`src/rtl/dino_game_pkg.sv`:
```
// Shared types, widths and default parameters for the runner game core.
package dino_game_pkg;

   typedef enum logic [1:0] {
      IDLE = 2'd0,
      RUN  = 2'd1,
      OVER = 2'd2
   } game_state_t;

   localparam int unsigned X_W = 11;
   localparam int unsigned Y_W = 10;

   localparam int unsigned N_OBST_DEF       = 3;
   localparam int unsigned SCREEN_W_DEF     = 640;
   localparam int unsigned OBST_SPACING_DEF = 240;
   localparam int unsigned DINO_X_DEF       = 320;
   localparam int unsigned GROUND_Y_DEF     = 240;
   localparam int unsigned JUMP_V_DEF       = 12;
   localparam int unsigned GRAVITY_DEF      = 1;
   localparam int unsigned SPEED_INIT_DEF   = 2;
   localparam int unsigned SPEED_MAX_DEF    = 8;
   localparam int unsigned SPEED_STEP_DEF   = 10;
   localparam int unsigned OVER_HOLDOFF_DEF = 30;

   // The obstacle ring must be at least a screen wide or obstacles reappear on-screen.
   function automatic bit pitch_covers_screen(input int unsigned n, input int unsigned pitch,
                                              input int unsigned width);
      return (n * pitch) >= width;
   endfunction

endpackage

```
`src/rtl/dino_game_core_bcd_counter4.sv`:
```
// Four-digit BCD counter that increments by one per inc pulse and holds at 9999.
module bcd_counter4 (
   input  logic        clk,
   input  logic        reset,
   input  logic        clear,
   input  logic        inc,
   output logic [15:0] value,
   output logic        sat
);

   logic [15:0] value_next;
   logic        carry;

   always_comb begin
      value_next = value;
      carry      = 1'b1;
      for (int unsigned d = 0; d < 4; d++) begin
         if (carry) begin
            if (value[4*d +: 4] == 4'd9) begin
               value_next[4*d +: 4] = 4'd0;
            end else begin
               value_next[4*d +: 4] = value[4*d +: 4] + 4'd1;
               carry                = 1'b0;
            end
         end
      end
      sat = (value == 16'h9999);
   end

   always_ff @(posedge clk) begin
      if (reset || clear) begin
         value <= '0;
      end else if (inc && !sat) begin
         value <= value_next;
      end
   end

endmodule

```
`src/rtl/dino_game_core.sv`:
```
// Runner game engine: jump physics, N wrapping obstacles, BCD scoring with
// speed ramp, and hit-driven game over with a restart holdoff.
module dino_game_core
   import dino_game_pkg::*;
#(
   parameter int unsigned N_OBST       = N_OBST_DEF,
   parameter int unsigned SCREEN_W     = SCREEN_W_DEF,
   parameter int unsigned OBST_SPACING = OBST_SPACING_DEF,
   parameter int unsigned DINO_X       = DINO_X_DEF,
   parameter int unsigned GROUND_Y     = GROUND_Y_DEF,
   parameter int unsigned JUMP_V       = JUMP_V_DEF,
   parameter int unsigned GRAVITY      = GRAVITY_DEF,
   parameter int unsigned SPEED_INIT   = SPEED_INIT_DEF,
   parameter int unsigned SPEED_MAX    = SPEED_MAX_DEF,
   parameter int unsigned SPEED_STEP   = SPEED_STEP_DEF,
   parameter int unsigned OVER_HOLDOFF = OVER_HOLDOFF_DEF
) (
   input  logic                  clk,
   input  logic                  reset,
   input  logic                  frame_tick,
   input  logic                  jump_btn,
   input  logic                  hit,
   output logic [Y_W-1:0]        dino_y,
   output logic [N_OBST*X_W-1:0] obst_x,
   output logic [15:0]           score,
   output logic [3:0]            speed,
   output logic [1:0]            game_state
);

   localparam int unsigned VEL_W  = 8;
   localparam int unsigned HOLD_W = $clog2(OVER_HOLDOFF + 1);
   localparam int unsigned STEP_W = $clog2(SPEED_STEP + 1);
   localparam int unsigned PEND_W = 3;

   localparam logic [X_W-1:0]   WRAP_X   = X_W'(N_OBST * OBST_SPACING);
   localparam logic [X_W-1:0]   DINO_XV  = X_W'(DINO_X);
   localparam logic [X_W-1:0]   GROUND_X = X_W'(GROUND_Y);
   localparam logic [Y_W-1:0]   GROUND   = Y_W'(GROUND_Y);
   localparam logic [VEL_W-1:0] LAUNCH_V = VEL_W'(0) - VEL_W'(JUMP_V);

   if (!pitch_covers_screen(N_OBST, OBST_SPACING, SCREEN_W) || N_OBST < 1 || N_OBST > 4)
   begin : g_cfg_check
      $error("dino_game_core: N_OBST must be 1..4 and N_OBST*OBST_SPACING >= SCREEN_W");
   end

   game_state_t state, state_next;

   logic              prev_btn;
   logic              press;
   logic              holdoff_full;
   logic              restart;
   logic [Y_W-1:0]    y_q;
   logic [VEL_W-1:0]  vel;
   logic              airborne;
   logic [X_W-1:0]    obst      [N_OBST];
   logic [X_W-1:0]    obst_next [N_OBST];
   logic [X_W-1:0]    y_sum;
   logic [X_W-1:0]    speed_x;
   logic [3:0]        speed_q;
   logic [HOLD_W-1:0] holdoff;
   logic [STEP_W-1:0] step_cnt;
   logic [PEND_W-1:0] pending;
   logic [PEND_W-1:0] n_cross;
   logic              score_inc;
   logic              score_sat;

   always_comb begin
      press        = jump_btn & ~prev_btn;
      holdoff_full = (holdoff == HOLD_W'(OVER_HOLDOFF));
      score_inc    = (pending != '0);
   end

   always_ff @(posedge clk) begin
      if (reset) begin
         state <= IDLE;
      end else begin
         state <= state_next;
      end
   end

   always_comb begin
      state_next = state;
      unique case (state)
         IDLE:    if (press) state_next = RUN;
         RUN:     if (hit) state_next = OVER;
         OVER:    if (press && holdoff_full) state_next = IDLE;
         default: state_next = IDLE;
      endcase
   end

   always_comb begin
      game_state = state;
      restart    = (state == OVER) && press && holdoff_full;
   end

   always_comb begin
      y_sum   = {1'b0, y_q} + {{(X_W-VEL_W){vel[VEL_W-1]}}, vel};
      speed_x = X_W'(speed_q);
      n_cross = '0;
      obst_next = obst;
      for (int unsigned i = 0; i < N_OBST; i++) begin
         if (obst[i] <= speed_x) begin
            obst_next[i] = obst[i] + WRAP_X - speed_x;
         end else begin
            obst_next[i] = obst[i] - speed_x;
         end
         if (obst[i] >= DINO_XV && (obst[i] - speed_x) < DINO_XV) begin
            n_cross = n_cross + PEND_W'(1);
         end
      end
   end

   // Crossings found on a frame are queued and fed to the BCD counter one per
   // cycle, so simultaneous crossings each count and the ramp sees every point.
   always_ff @(posedge clk) begin
      prev_btn <= jump_btn;
      if (reset || restart) begin
         y_q      <= GROUND;
         vel      <= '0;
         airborne <= 1'b0;
         for (int unsigned i = 0; i < N_OBST; i++) begin
            obst[i] <= X_W'(SCREEN_W + i * OBST_SPACING);
         end
         speed_q  <= 4'(SPEED_INIT);
         holdoff  <= '0;
         step_cnt <= '0;
         pending  <= '0;
      end else begin
         if (state == RUN && frame_tick && airborne) begin
            vel <= vel + VEL_W'(GRAVITY);
            if (y_sum[X_W-1]) begin
               y_q <= '0;
            end else if (y_sum >= GROUND_X) begin
               y_q      <= GROUND;
               vel      <= '0;
               airborne <= 1'b0;
            end else begin
               y_q <= y_sum[Y_W-1:0];
            end
         end else if (state != OVER && press && !airborne) begin
            vel      <= LAUNCH_V;
            airborne <= 1'b1;
         end

         if (state == RUN && frame_tick) begin
            obst <= obst_next;
         end

         if (state == OVER && frame_tick && !holdoff_full) begin
            holdoff <= holdoff + HOLD_W'(1);
         end

         pending <= pending - PEND_W'(score_inc)
                    + ((state == RUN && frame_tick) ? n_cross : PEND_W'(0));

         if (score_inc && !score_sat) begin
            if (step_cnt == STEP_W'(SPEED_STEP - 1)) begin
               step_cnt <= '0;
               if (speed_q < 4'(SPEED_MAX)) begin
                  speed_q <= speed_q + 4'd1;
               end
            end else begin
               step_cnt <= step_cnt + STEP_W'(1);
            end
         end
      end
   end

   bcd_counter4 u_score (
      .clk   (clk),
      .reset (reset),
      .clear (restart),
      .inc   (score_inc),
      .value (score),
      .sat   (score_sat)
   );

   for (genvar g = 0; g < N_OBST; g++) begin : g_obst_out
      assign obst_x[X_W*g +: X_W] = obst[g];
   end

   assign dino_y = y_q;
   assign speed  = speed_q;

endmodule

```
`config.mk`:
```
export PLATFORM = sky130hd
export DESIGN_NAME = dino_game_core
export DESIGN_NICKNAME = d
export VERILOG_FILES = /design/src/rtl/dino_game_pkg.sv /design/src/rtl/dino_game_core_bcd_counter4.sv /design/src/rtl/dino_game_core.sv
export SDC_FILE = /design/constraint.sdc
export NUM_CORES = 1
export LEC_CHECK = 0
export BUFFER_PORTS_ARGS = -buffer_cell sky130_fd_sc_hd__clkbuf_2
export CAP_MARGIN = 20
export CELL_PAD_IN_SITES_DETAIL_PLACEMENT = 1
export CELL_PAD_IN_SITES_GLOBAL_PLACEMENT = 2
export CORE_ASPECT_RATIO = 0.75
export CORE_MARGIN = 3
export CORE_UTILIZATION = 40
export CTS_BUF_LIST = sky130_fd_sc_hd__clkbuf_2
export CTS_CLUSTER_DIAMETER = 80
export DETAILED_ROUTE_END_ITERATION = 16
export PLACE_DENSITY = 0.93
export SYNTH_ARGS = -nofsm -noshare
export SYNTH_HDL_FRONTEND = slang
export SYNTH_SLANG_ARGS = --single-unit
```
`constraint.sdc`:
```
create_clock -name clk -period 8.6 [get_ports clk]
set_clock_uncertainty 0.05 [all_clocks]
set_input_delay 1.29 -clock clk [delete_from_list [all_inputs] [get_ports clk]]
set_output_delay 1.29 -clock clk [all_outputs]
set_load 0.005 [all_outputs]
```
==> results of run 1 <==
## layout by cell type (no fill, tap or decap), types with 14 or more instances in the layout
cell type,instances
o21ai_0,56
a21oi_1,59
ha_1,71
clkbuf_2,78
nand3_1,26
nand2_1,41
inv_1,48
xor2_1,23
nand4_1,19
nor3_1,23
dfxtp_1,87
xnor2_1,29
nor2_1,71
a211oi_1,20
a21o_1,15
fa_1,14
## final timing paths
path | start | endpoint
setup reg to reg | speed[1] | pending[2]
hold / removal | dino_y[3] | dino_y[3]
hold reg to reg | dino_y[3] | dino_y[3]
setup / recovery | speed[1] | pending[2]
## sequential cells by signal, indices dropped and copies added (netlist names)
signal,count
step_cnt,4
vel,8
game_state,2
holdoff,5
obst_x,33
prev_btn,1
speed,4
airborne,1
u_score.value,16
dino_y,10
pending,3
## power by group through the flow
stage / registers (uW) / logic, uW / clock network [uW]
floorplan: 460 / 201 / 0
global placement: 471 / 253 / 0
detailed placement: 471 / 260 / 0
CTS: 464 / 262 / 250
global route: 469 / 297 / 266
finish: 464 / 261 / 240
## logic make-up (layout without fill, tap and decap cells)
group / count (synthesis) / count (layout)
xor gates and xnor gates: 52 / 52
buffers and inverters: 80 / 138
adders and majority gates: 86 / 86
other: 0 / 1
DFF: 87 / 87
AOI/OAI and AO/OA: 235 / 235
muxes: 10 / 10
and+or+nand+nor: 283 / 283
## cell type report
class	instances	area share, %
antenna	1	0.0330
timing repair buffer	74	5.05
clock buffer	9	0.594
tap	215	3.55
sequential	87	23.0
multi-input combinational	666	64.4
clock inverter	7	1.04
inverter	48	2.38
## layer usage
layer  vias up  part of all wire (%)  track usage [%]
met5         -                     0                0
met3        18                   3.4             3.50
met2       112                    41             30.7
met4         0                   1.2             4.94
met1      3112                    54             33.1
li1       3157                     -                -
## worst max-delay path, cell delays in order, from the launching register on
cell and delay (ps):
dfxtp_1 570, inv_1 170, ha_1 270, fa_1 410, o211ai_1 380, nand3_1 160, o21ai_0 190, a31oi_1 140
a2111oi_0 470, ha_1 340, nor2_1 110, mux2i_1 90, ha_1 280, inv_1 40, ha_1 180, fa_1 370
xor2_1 180, xnor2_1 140, nand2b_1 140, mux2i_1 140
## metrics by stage
step	instances	area [um2]	total power, uW	setup slack [ps]	hold WS (ps)
after global placement	1090	7460	724	3930	424
after floorplan	833	6940	662	4280	409
after global routing	1107	7590	1030	3240	484
after CTS	1106	7580	976	3700	459
final	1107	7590	966	3730	458
after detailed placement	1090	7460	731	3760	431
==> impl_summary.md, run 1 <==
Run status
The flow ran to the end, and the final reports show no timing, DRC or antenna violations.

Timing
Headroom to the max-slew limit came out at 44.9%. The final-report hold violation count is 0. The setup TNS is 0 ps.

The fmax is 0.205 GHz. The number of slew-limit violations in the final report is 0. Setup violations remaining at the end of the flow were counted as 0. The worst path needs 4870 ps of the cycle, external delays included. For the pin with the worst max-slew slack, the measured transition is 827 ps.

The portion of the clock cycle consumed by the worst path in the final layout is 56.7%. Setup repair after global routing left no endpoint under its margin.

Clock network
TritonCTS built the clock tree. After clock tree synthesis, the clock-pin slew on the worst setup and hold paths is 270 ps. The source-to-sink clock delay at the later pin of the worst-skew pair is 610 ps.

After clock tree synthesis, the setup repair step added 0 buffers. The number of hold buffers added after CTS is 0. The number of cells upsized or downsized after cts is 0. The clock net sink count is 87.

The clock passes through at most 2 buffers. The tree is rooted in a clkbuf_2. Buffers inserted during clock tree synthesis total 9. The H-tree depth is 3.

Synthesis
By instance count, the leading cell after synthesis is dfxtp_1. The dominant combinational cell family by area after synthesis is compound AO/OA/AOI/OAI gates. The most frequently used flop master after synthesis is dfxtp_1. In this run, synthesis produced a sequential element count of 87. Each instance of the synthesized netlist takes up on average 8.33 um2. The xor-xnor portion of the synthesized cell area is 6.56%. The commonest cells after synthesis are 87 x dfxtp_1, 71 x ha_1, 71 x nor2_1.

The number of distinct library cells after synthesis is 87. The synthesized netlist devotes 22.7% of its cell area to compound gates. After Yosys synthesis, and, or, nand and nor cells account for 22.5% of the synthesized area. Summing the areas of all fa, ha and maj instances in the mapped netlist gives 17.0% of the synthesized area. The Yosys step of the flow raised 0 warnings. The share of the synthesized area in the top cell type is 25.1%. Counting every instance in the synthesized netlist gives 833. The synthesized design contains 0 enable-type register cells. The number of nets in the synthesized netlist is 923. The cell accounting for the most synthesized area is dfxtp_1. Summing every instance area after synthesis gives 6940 um2. The portion of synthesized area spent on multiplexers is 1.48%.

After synthesis, the cell types taking the most area are dfxtp_1 25%, ha_1 13%, a21oi_1 4.3%, fa_1 4.0%, o21ai_0 4.0%. After synthesis, flip-flops and latches occupy 25.1% of the total area. For this run, asynchronously set or reset flops after synthesis account for 0%.

Floorplan
The placement row count is 41. Measured along the y axis, the die boundary spans 120 um. The width of the chip is 158 um.

The total die area is 19,000 um2. The total area inside the core boundary comes to 16,900 um2. During I/O placement, the number of pins put on the boundary was 70. The starting density of the core is 41.0%.

Critical path
For the worst setup path, the data arrival time is 5390 ps. The critical path startpoint category is a register. Of all nets on the critical path, the largest fanout is 7.

The required time of the critical path is 9120 ps. The worst setup path is captured at a register. The number of cells on the worst reg-to-reg path is 19. The worst reg-to-reg setup slack is 3730 ps.

The worst setup path is of the reg -> reg kind.

Worst hold path
The worst hold path depth is 2. The tightest min-delay check is of the reg -> reg type.

Route
The via count is 6,399. The total iterations of the first detailed-routing run is 4. For this run, design rule violations remaining after detail routing come to 0. The first routing iteration left 444 violations. Using the TritonRoute via totals, the vias-per-cell ratio works out to 5.78. After detailed routing, the average wire length per cell comes to 18.3 um. The number of routed nets with antenna violations is 0. Wires add up to 20,300 um.

GRT
Global routing used 21.4% of the available tracks across all layers. The number of antenna violations at the first check in global routing came to 1. After global routing the overflow that remains totals 0.

Entering global routing, the biggest net connects 54 pins. The first global-routing pass estimated 33,000 um of wire. The via count of the first global-routing pass is 6,199.

Flow run
Across the run, the number of max-cap violations was 0.

Final layout
At the end of the flow, the number of nets in the layout was 976. Of the cells placed in the final design, the portion with a size suffix greater than 1 is 12.7%. The total of fill cells in the finished design is 2,105. Compared with the post-synthesis result, the final layout area differs by 9.26%.

The footprint of the multi-input gates is 4890 um2. The final cell utilization of the core is 44.8%. The sequential cells in the finished layout cover a total of 1740 um2.

Pwr
The share of total power in sequential cells is 48.1%. Net switching is 37.0% of the power. The internal power of the cells is 608 uW. Combinational cells account for 27.1% of the total power. The peak ir drop on the vdd network is 0.0661 mV. The power density over cell area is 127 nW/um2.

The clock network fraction of total power is 24.9%. Summed over all nets, the switching power comes to 358 uW. The analysis attributes to cell leakage a power of 0.00314 uW.

Placed design
Buffers placed on the I/O ports in this run total 69. Routability-driven placement finished with a final weighted congestion of 0.859. The sum of net half-perimeters after detailed placement is 14,900 um.
(Power assumes the default switching activity.)
==> inputs of run 2 (changes only) <==
Settings changed: CORE_UTILIZATION 40 to 37, PLACE_DENSITY 0.93 to 0.87.
Clock period 8.6 ns to 4.79 ns, I/O delays scaled along.
==> run 2 against run 1 <==
Net effect: largest power group unchanged; clock power rose by 56%; setup slack got worse by 3500 ps; wire length rose by 2.4%.
==> impl_summary.md, run 2 (same netlist as run 1, synthesis figures left out) <==
Clock network
At the later pin of the worst-skew pair, clock insertion delay measures 620 ps. Counting along the longest clock path gives a buffer depth of 2. TritonCTS built the clock tree.

After clock tree synthesis, the clock-pin slew on the worst setup and hold paths is 290 ps. The total CTS buffers is 9. The H-tree depth is 3.

Counting every sink on the clock net gives 87. The root buffer cell chosen for the clock tree is clkbuf_2.

Route
The total iterations of the first detailed-routing run is 5. In the routed layout, each cell is associated on average with a via count of 5.58. Wires add up to 20,700 um. The detail route stage leaves a number of antenna-violating nets equal to 0. In this run, the number of DRC markers left after iteration 0 of detailed routing was 323. In the routed design, unresolved DRC markers number 0. Summing over every cut layer, the via total after detailed routing is 6,403.

The average wire per cell in the routed design is 18.1 um.

Timing
The headroom to the max-slew limit is 43.8%. The final-report hold violation count is 0. The number of slew-limit violations in the final report is 0. Timing would allow up to 0.221 GHz. For the pin with the worst max-slew slack, the measured transition is 837 ps. Setup violations remaining at the end of the flow were counted as 0. The setup TNS is 0 ps.

Subtracting the final worst setup slack from the clock period gives 4520 ps. Dividing the final minimum period by the clock period gives 94.4%. The tightest hold path in the finished design has a slack of 141 ps.

Run status
The run finished with clean final reports.

Floorplan
The floorplan step set the die height to 125 um. From left edge to right edge, the die measures 164 um. The die covers 20,500 um2. The core area is 18,000 um2. For this configuration, the core starts out at a cell density of 38.5%. The placement row count is 42. The boundary pin count is 70.

Critical path
Traced cell by cell, the critical path runs through inv_1 > ha_1 > fa_1 > and3b_2 > nor4_4 > buf_4 > a21o_1 > a221o_1 > nand2_1 > o2111a_1 > ha_1 > nor2_1 > mux2i_1 > ha_1 > inv_1 > ha_1 > fa_1 > xor2_1 > xnor2_1 > nand2b_1 > mux2i_1. By instance count, the cell type seen most on the critical path is ha_1. The cell family with the largest share of critical-path delay is adder cells. The maximum net fanout on the critical path is 5. For this run, the slowest stage of the critical path takes 410 ps. The endpoint identified for the worst register-to-register timing path is pending[2]. The origin of the critical flop-to-flop path is obst_x[0]. The class of the most critical setup path is reg -> reg.

The arrival time of data at the critical path endpoint is 5050 ps. The critical path startpoint category is a register. The worst reg-to-reg setup slack is 270 ps.

The buffer and inverter count on the worst path is 3. The type of destination of the critical path is a register. The required time of the critical path is 5320 ps. The slowest stage of the critical path is the dfxtp_2 cell. Counting cells, the worst reg-to-reg path comes to 21.

GRT
The total grt overflow is 0. The global-route wire length before repair is 34,300 um. The number of antenna violations at the first check in global routing is 0. The pin count of the biggest net entering global routing is 46. Global routing used 20.5% of the available tracks. The via count of the first global-routing pass is 6,379.

Flow run
The number of violations of the max-capacitance limit is 0.

Pwr
The part of the total power dissipated in combinational logic is 28.8%. Registers are responsible for 49.1% of the overall power. The leakage power is 0.00321 uW. The power density over cell area is 219 nW/um2. The internal power of the cells totals 1050 uW. The peak ir drop on the vdd network is 0.100 mV. In this run the power spent charging and discharging nets is 647 uW.

The net switching share of the total power is 38.2%. The clock network accounts for 22.1% of the total power.

Placed design
Routability-driven placement finished with a final weighted congestion of 0.846. Buffers placed on the I/O ports in this run total 69. Detailed placement ended at an HPWL of 15,400 um.

Final layout
The footprint of the multi-input gates is 4910 um2. The register with the most flip-flops in the layout has 33 of them. The most frequent standard cell in the layout excluding fill and tap cells is dfxtp_1. The repair_antennas step left the layout with diodes totalling 0. Across the whole layout, storage elements account for 1750 um2. The fraction of final layout cells sized beyond drive strength 1 is 15.3%. At the end of the flow, the number of nets in the layout was 992. The total of fill cells in the finished design is 2,218.

In the layout the commonest cells are 83 x dfxtp_1, 78 x clkbuf_2, 71 x nor2_1. The layout overhead on the synthesized area is 11.6%.

Worst hold path
The path class of the lowest-slack min-delay path is in -> reg. The worst hold path depth is 1. In this run the most critical hold path is launched from jump_btn. The destination of the worst hold path is prev_btn.
-- run 2: changes by cell type in the layout (fill, tap and decap cells not counted), moves of 2 or more --
| cell | previous run | this run |
|---|---|---|
| buf_4 | 5 | 20 |
| clkinv_2 | 0 | 2 |
| dfxtp_1 | 87 | 83 |
| dfxtp_2 | 0 | 4 |
| inv_1 | 48 | 46 |
-- run 2: timing repair --
item	CTS	global route
setup endpoints to repair	0	1
hold buffers	0	0
resized for setup	0	12
buffers inserted	0	6
-- run 2: worst max-delay path by stage --
stage,startpoint,endpoint,slack [ps],cells past startpoint
after floorplan,speed[1],pending[2],470,19
after global placement,speed[1],pending[2],290,19
after detailed placement,speed[2],pending[2],100,19
after CTS,speed[2],pending[2],60,19
after global routing,speed[2],pending[2],-30,19
final,obst_x[0],pending[2],270,21
-- run 2: layout make-up --
| cell class | instances | share of cell area (%) |
|---|---|---|
| repair buffers | 90 | 6.54 |
| well taps | 242 | 3.91 |
| inverters | 48 | 2.42 |
| clock buffers | 9 | 0.582 |
| flip-flops and latches | 87 | 22.6 |
| multi-input cells | 666 | 63.4 |
| clock inverters | 6 | 0.582 |
-- run 2: metal layers --
| layer | global-route usage (%) | vias to the layer above | routed length (um) |
|---|---|---|---|
| met5 | 0 | - | 0 |
| met4 | 4.13 | 0 | 225 |
| met3 | 3.19 | 14 | 731 |
| met2 | 29.7 | 103 | 8470 |
| met1 | 31.7 | 3101 | 11300 |
| li1 | - | 3185 | - |
-- run 2: worst register-to-register path, cell delays in order, from the launching register on --
cell	delay (ps)
dfxtp_2	410
inv_1	50
ha_1	250
fa_1	410
and3b_2	310
nor4_4	70
buf_4	180
a21o_1	180
a221o_1	330
nand2_1	90
o2111a_1	200
ha_1	260
nor2_1	120
mux2i_1	100
ha_1	280
inv_1	40
ha_1	190
fa_1	380
xor2_1	180
xnor2_1	140
nand2b_1	150
mux2i_1	150
-- run 2: power by group through the flow --
stage | registers (uW) | logic, uW | clock network, uW
after floorplan | 827 | 361 | 0
after detailed placement | 845 | 477 | 0
after global routing | 842 | 557 | 424
final | 832 | 487 | 374
after CTS | 832 | 481 | 396
after global placement | 843 | 467 | 0
-- run 2: stage by stage --
stage / setup slack [ps] / utilization [%] / cell area, um2 / std cells / total power (uW)
after global placement: 287 / 41.9 / 7560 / 1126 / 1310
final: 269 / 43.0 / 7740 / 1148 / 1690
after floorplan: 468 / - / 6940 / 833 / 1190
after global routing: -29.6 / 43.0 / 7740 / 1148 / 1820
after detailed placement: 101 / 41.9 / 7560 / 1126 / 1320
after CTS: 56.6 / 42.4 / 7650 / 1141 / 1710
==> inputs of run 3 (changes only) <==
Settings changed: CORE_UTILIZATION 37 to 34, PLACE_DENSITY 0.87 to 0.84.
Clock period 4.79 ns to 4 ns, I/O delays scaled along.
==> run 3 against run 2 <==
Net effect: the flow now finishes with violations (setup timing); clock power rose by 28%; sequential share of layout area fell by 1.9 points; global-route usage fell by 0.13 points; flip-flop and latch count did not move; largest cell class unchanged; highest routed layer unchanged.
==> impl_summary.md, run 3 (same netlist as run 1, synthesis figures left out) <==
Critical path
Along the worst path, the maximum fanout reaches 3. STA classifies the critical path startpoint as a register. The critical path starts at speed[1]. The worst reg-to-reg setup slack is -230 ps. The worst register-to-register path has a depth of 19. For the worst setup path, the data arrival time is 4760 ps. The critical path ends at pending[2]. The critical path is of the reg -> reg type. At the worst endpoint, the required time is 4520 ps. The reg-to-reg endpoint is pending[2]. The worst register-to-register path begins at speed[1]. The type of destination of the critical path is a register.

Pwr
For this design the ratio of total power to cell area is 251 nW/um2. The net switching share of the total power is 38.6%. The internal power of the cells totals 1310 uW. IR analysis of the VDD net gives a maximum drop of 0.101 mV. Of the total power, the clock network draws 22.4%. The share of total power in sequential cells is 46.5%. The leakage power is 0.00358 uW. The overall power after layout is 2140 uW.

Per report_power, the combinational group accounts for 31.1% of the total. The net switching power is 824 uW.

Floorplan
The starting density of the core is 35.2%. The core area is 19,700 um2. The placement row count is 44. The die boundary height is 130 um.

The floorplan step defined a die boundary enclosing 22,200 um2. The floorplan step set the die width to 171 um. The boundary pin count is 70.

Timing
Setup repair after global routing could not meet its margin everywhere. For the pin with the worst max-slew slack, the measured transition is 846 ps. Setup violations remaining at the end of the flow were counted as 1. The fmax is 0.236 GHz.

After routing, the total negative slack on setup checks comes to -232 ps. After layout, the worst setup slack is -232 ps. Hold is met by 144 ps. The number of slew-limit violations in the final report was 0. The headroom to the max-slew limit is 43.1%.

The final period demand of the worst path is 4230 ps. The portion of the clock cycle consumed by the worst path in the final layout is 106%. The final-report hold violation count is 0.

Route
The via count is 6,734. The number of routed nets with antenna violations is 0. After detailed routing, the number of vias per cell comes to 5.44.

For this block, the initial DRC count from the detailed router was 416. Dividing the detail-routed wire length by the instance count gives 18.2 um. The total routed wirelength is 22,500 um. The total iterations of the first detailed-routing run is 5. For this run, design rule violations remaining after detail routing come to 0.

Run status
The run finished, with violations left. The checks that failed: setup timing.

GRT
The pin count of the biggest net entering global routing is 45. The global-route layer with the greatest usage is met2. The global-route usage over all layers is 20.4%. For met2 alone, demand over resource in global routing was 31.8%. The total grt overflow is 0. The global-route wire length before repair is 36,000 um. The via count of the first global-routing pass is 6,765.

For this run, global-route usage on met3 was measured as 3.03%. The met1 layer usage reported by global route is 29.9%. The number of antenna violations at the first check in global routing is 1.

Worst hold path
The worst hold path depth is 2. The worst hold path belongs to the class in -> reg. The startpoint identified for the worst hold timing path is reset.

Clock network
Counting the buffers created by CTS gives 9. The tree built by TritonCTS fans out to 87 sinks. The H-tree depth is 3. The CTS tree is built. For the worst-skew pair, the clock arrives at the later sink with an insertion delay of 640 ps. The cell at the root of the clock tree is clkbuf_2. The worst-case clock buffer depth is 2.

The clock-pin slew on the worst setup and hold paths is 270 ps.

Placed design
Input and output buffers added on the ports amount to 69. At the end of routability-driven placement, the weighted congestion stood at 0.897. The sum of net half-perimeters after detailed placement is 16,800 um.

Final layout
The layout overhead on the synthesized area is 22.7%. In the final layout, the share of cells above drive strength 1 is 25.3%. The number of flip-flops in the largest register is 33. The total of fill cells in the finished design is 2,382. The final layout contains 1,068 nets. The library cell used most frequently in the layout, excluding fill and tap cells, is buf_4. In the layout the commonest cells are 95 x buf_4, 78 x clkbuf_2, 76 x dfxtp_1.

Flow run
The number of violations of the max-capacitance limit is 0.
## run 3: cell count changes in the layout (fill, tap and decap cells not counted), moves of 3 or more
| cell | previous run | this run |
|---|---|---|
| dfxtp_2 | 4 | 9 |
| ha_1 | 70 | 65 |
| nor3_1 | 23 | 20 |
| nor3_2 | 1 | 4 |
| inv_2 | 0 | 4 |
| fa_1 | 14 | 6 |
| fa_2 | 0 | 8 |
| ha_4 | 0 | 6 |
| inv_1 | 46 | 43 |
| dfxtp_1 | 83 | 76 |
| buf_4 | 20 | 95 |
## run 3: power groups by stage
stage	Sequential (uW)	Combinational [uW]	Clock [uW]
finish	993	664	479
global route	1000	747	537
CTS	990	628	504
detailed placement	1010	617	0
global placement	1000	603	0
floorplan	990	438	0
## run 3: how the worst min path moves through the flow
stage | slack (ps) | to
after floorplan | 410 | step_cnt[3]
after global placement | 430 | step_cnt[3]
after detailed placement | 440 | game_state[0]
after CTS | 90 | game_state[1]
after global routing | 80 | game_state[0]
final | 140 | game_state[1]
## run 3: routing by layer
metal | vias to the layer above | wire length (um)
met5 | - | 0
met4 | 0 | 257
met3 | 21 | 751
met2 | 118 | 9700
met1 | 3262 | 11800
li1 | 3333 | -
## run 3: critical path: stages (launching register included)
cell and delay [ps]:
dfxtp_4 420, inv_4 50, buf_4 140, ha_1 220
fa_1 410, and3b_1 240, and2_4 160, o311ai_0 120
o31ai_1 360, buf_4 180, nand4b_1 160, mux2i_2 210
ha_1 330, inv_2 60, ha_4 160, fa_2 370
xor2_2 160, xnor2_1 140, nand2b_1 140, mux2i_1 130
## run 3: what timing repair did
action / CTS / global route
gates resized for setup: 22 / 19
endpoints found under the setup margin: 1 / 2
hold buffers: 1 / 0
setup buffers: 5 / 3
hold endpoints to repair: 1 / 0
pin swaps: 7 / 12
## run 3: area by class of cell
cell class / count / area [um2] / share of cell area [%]
clock buffers: 9 / 45.0 / 0.529
repair buffers: 166 / 1090 / 12.8
well taps: 253 / 317 / 3.72
flip-flops and latches: 87 / 1760 / 20.7
multi-input cells: 666 / 5060 / 59.4
clock inverters: 7 / 61.3 / 0.720
diodes: 1 / 2.50 / 0.0294
inverters: 48 / 183 / 2.14
## run 3: metrics by stage
stage	cells	util (%)	area (um2)	setup slack, ps
after detailed placement	1211	41.6	8200	-221
after CTS	1233	42.7	8420	-79.4
after global placement	1211	41.6	8200	-98.2
after floorplan	833	-	7000	0.373
final	1237	43.2	8520	-232
after global routing	1237	43.2	8520	-402
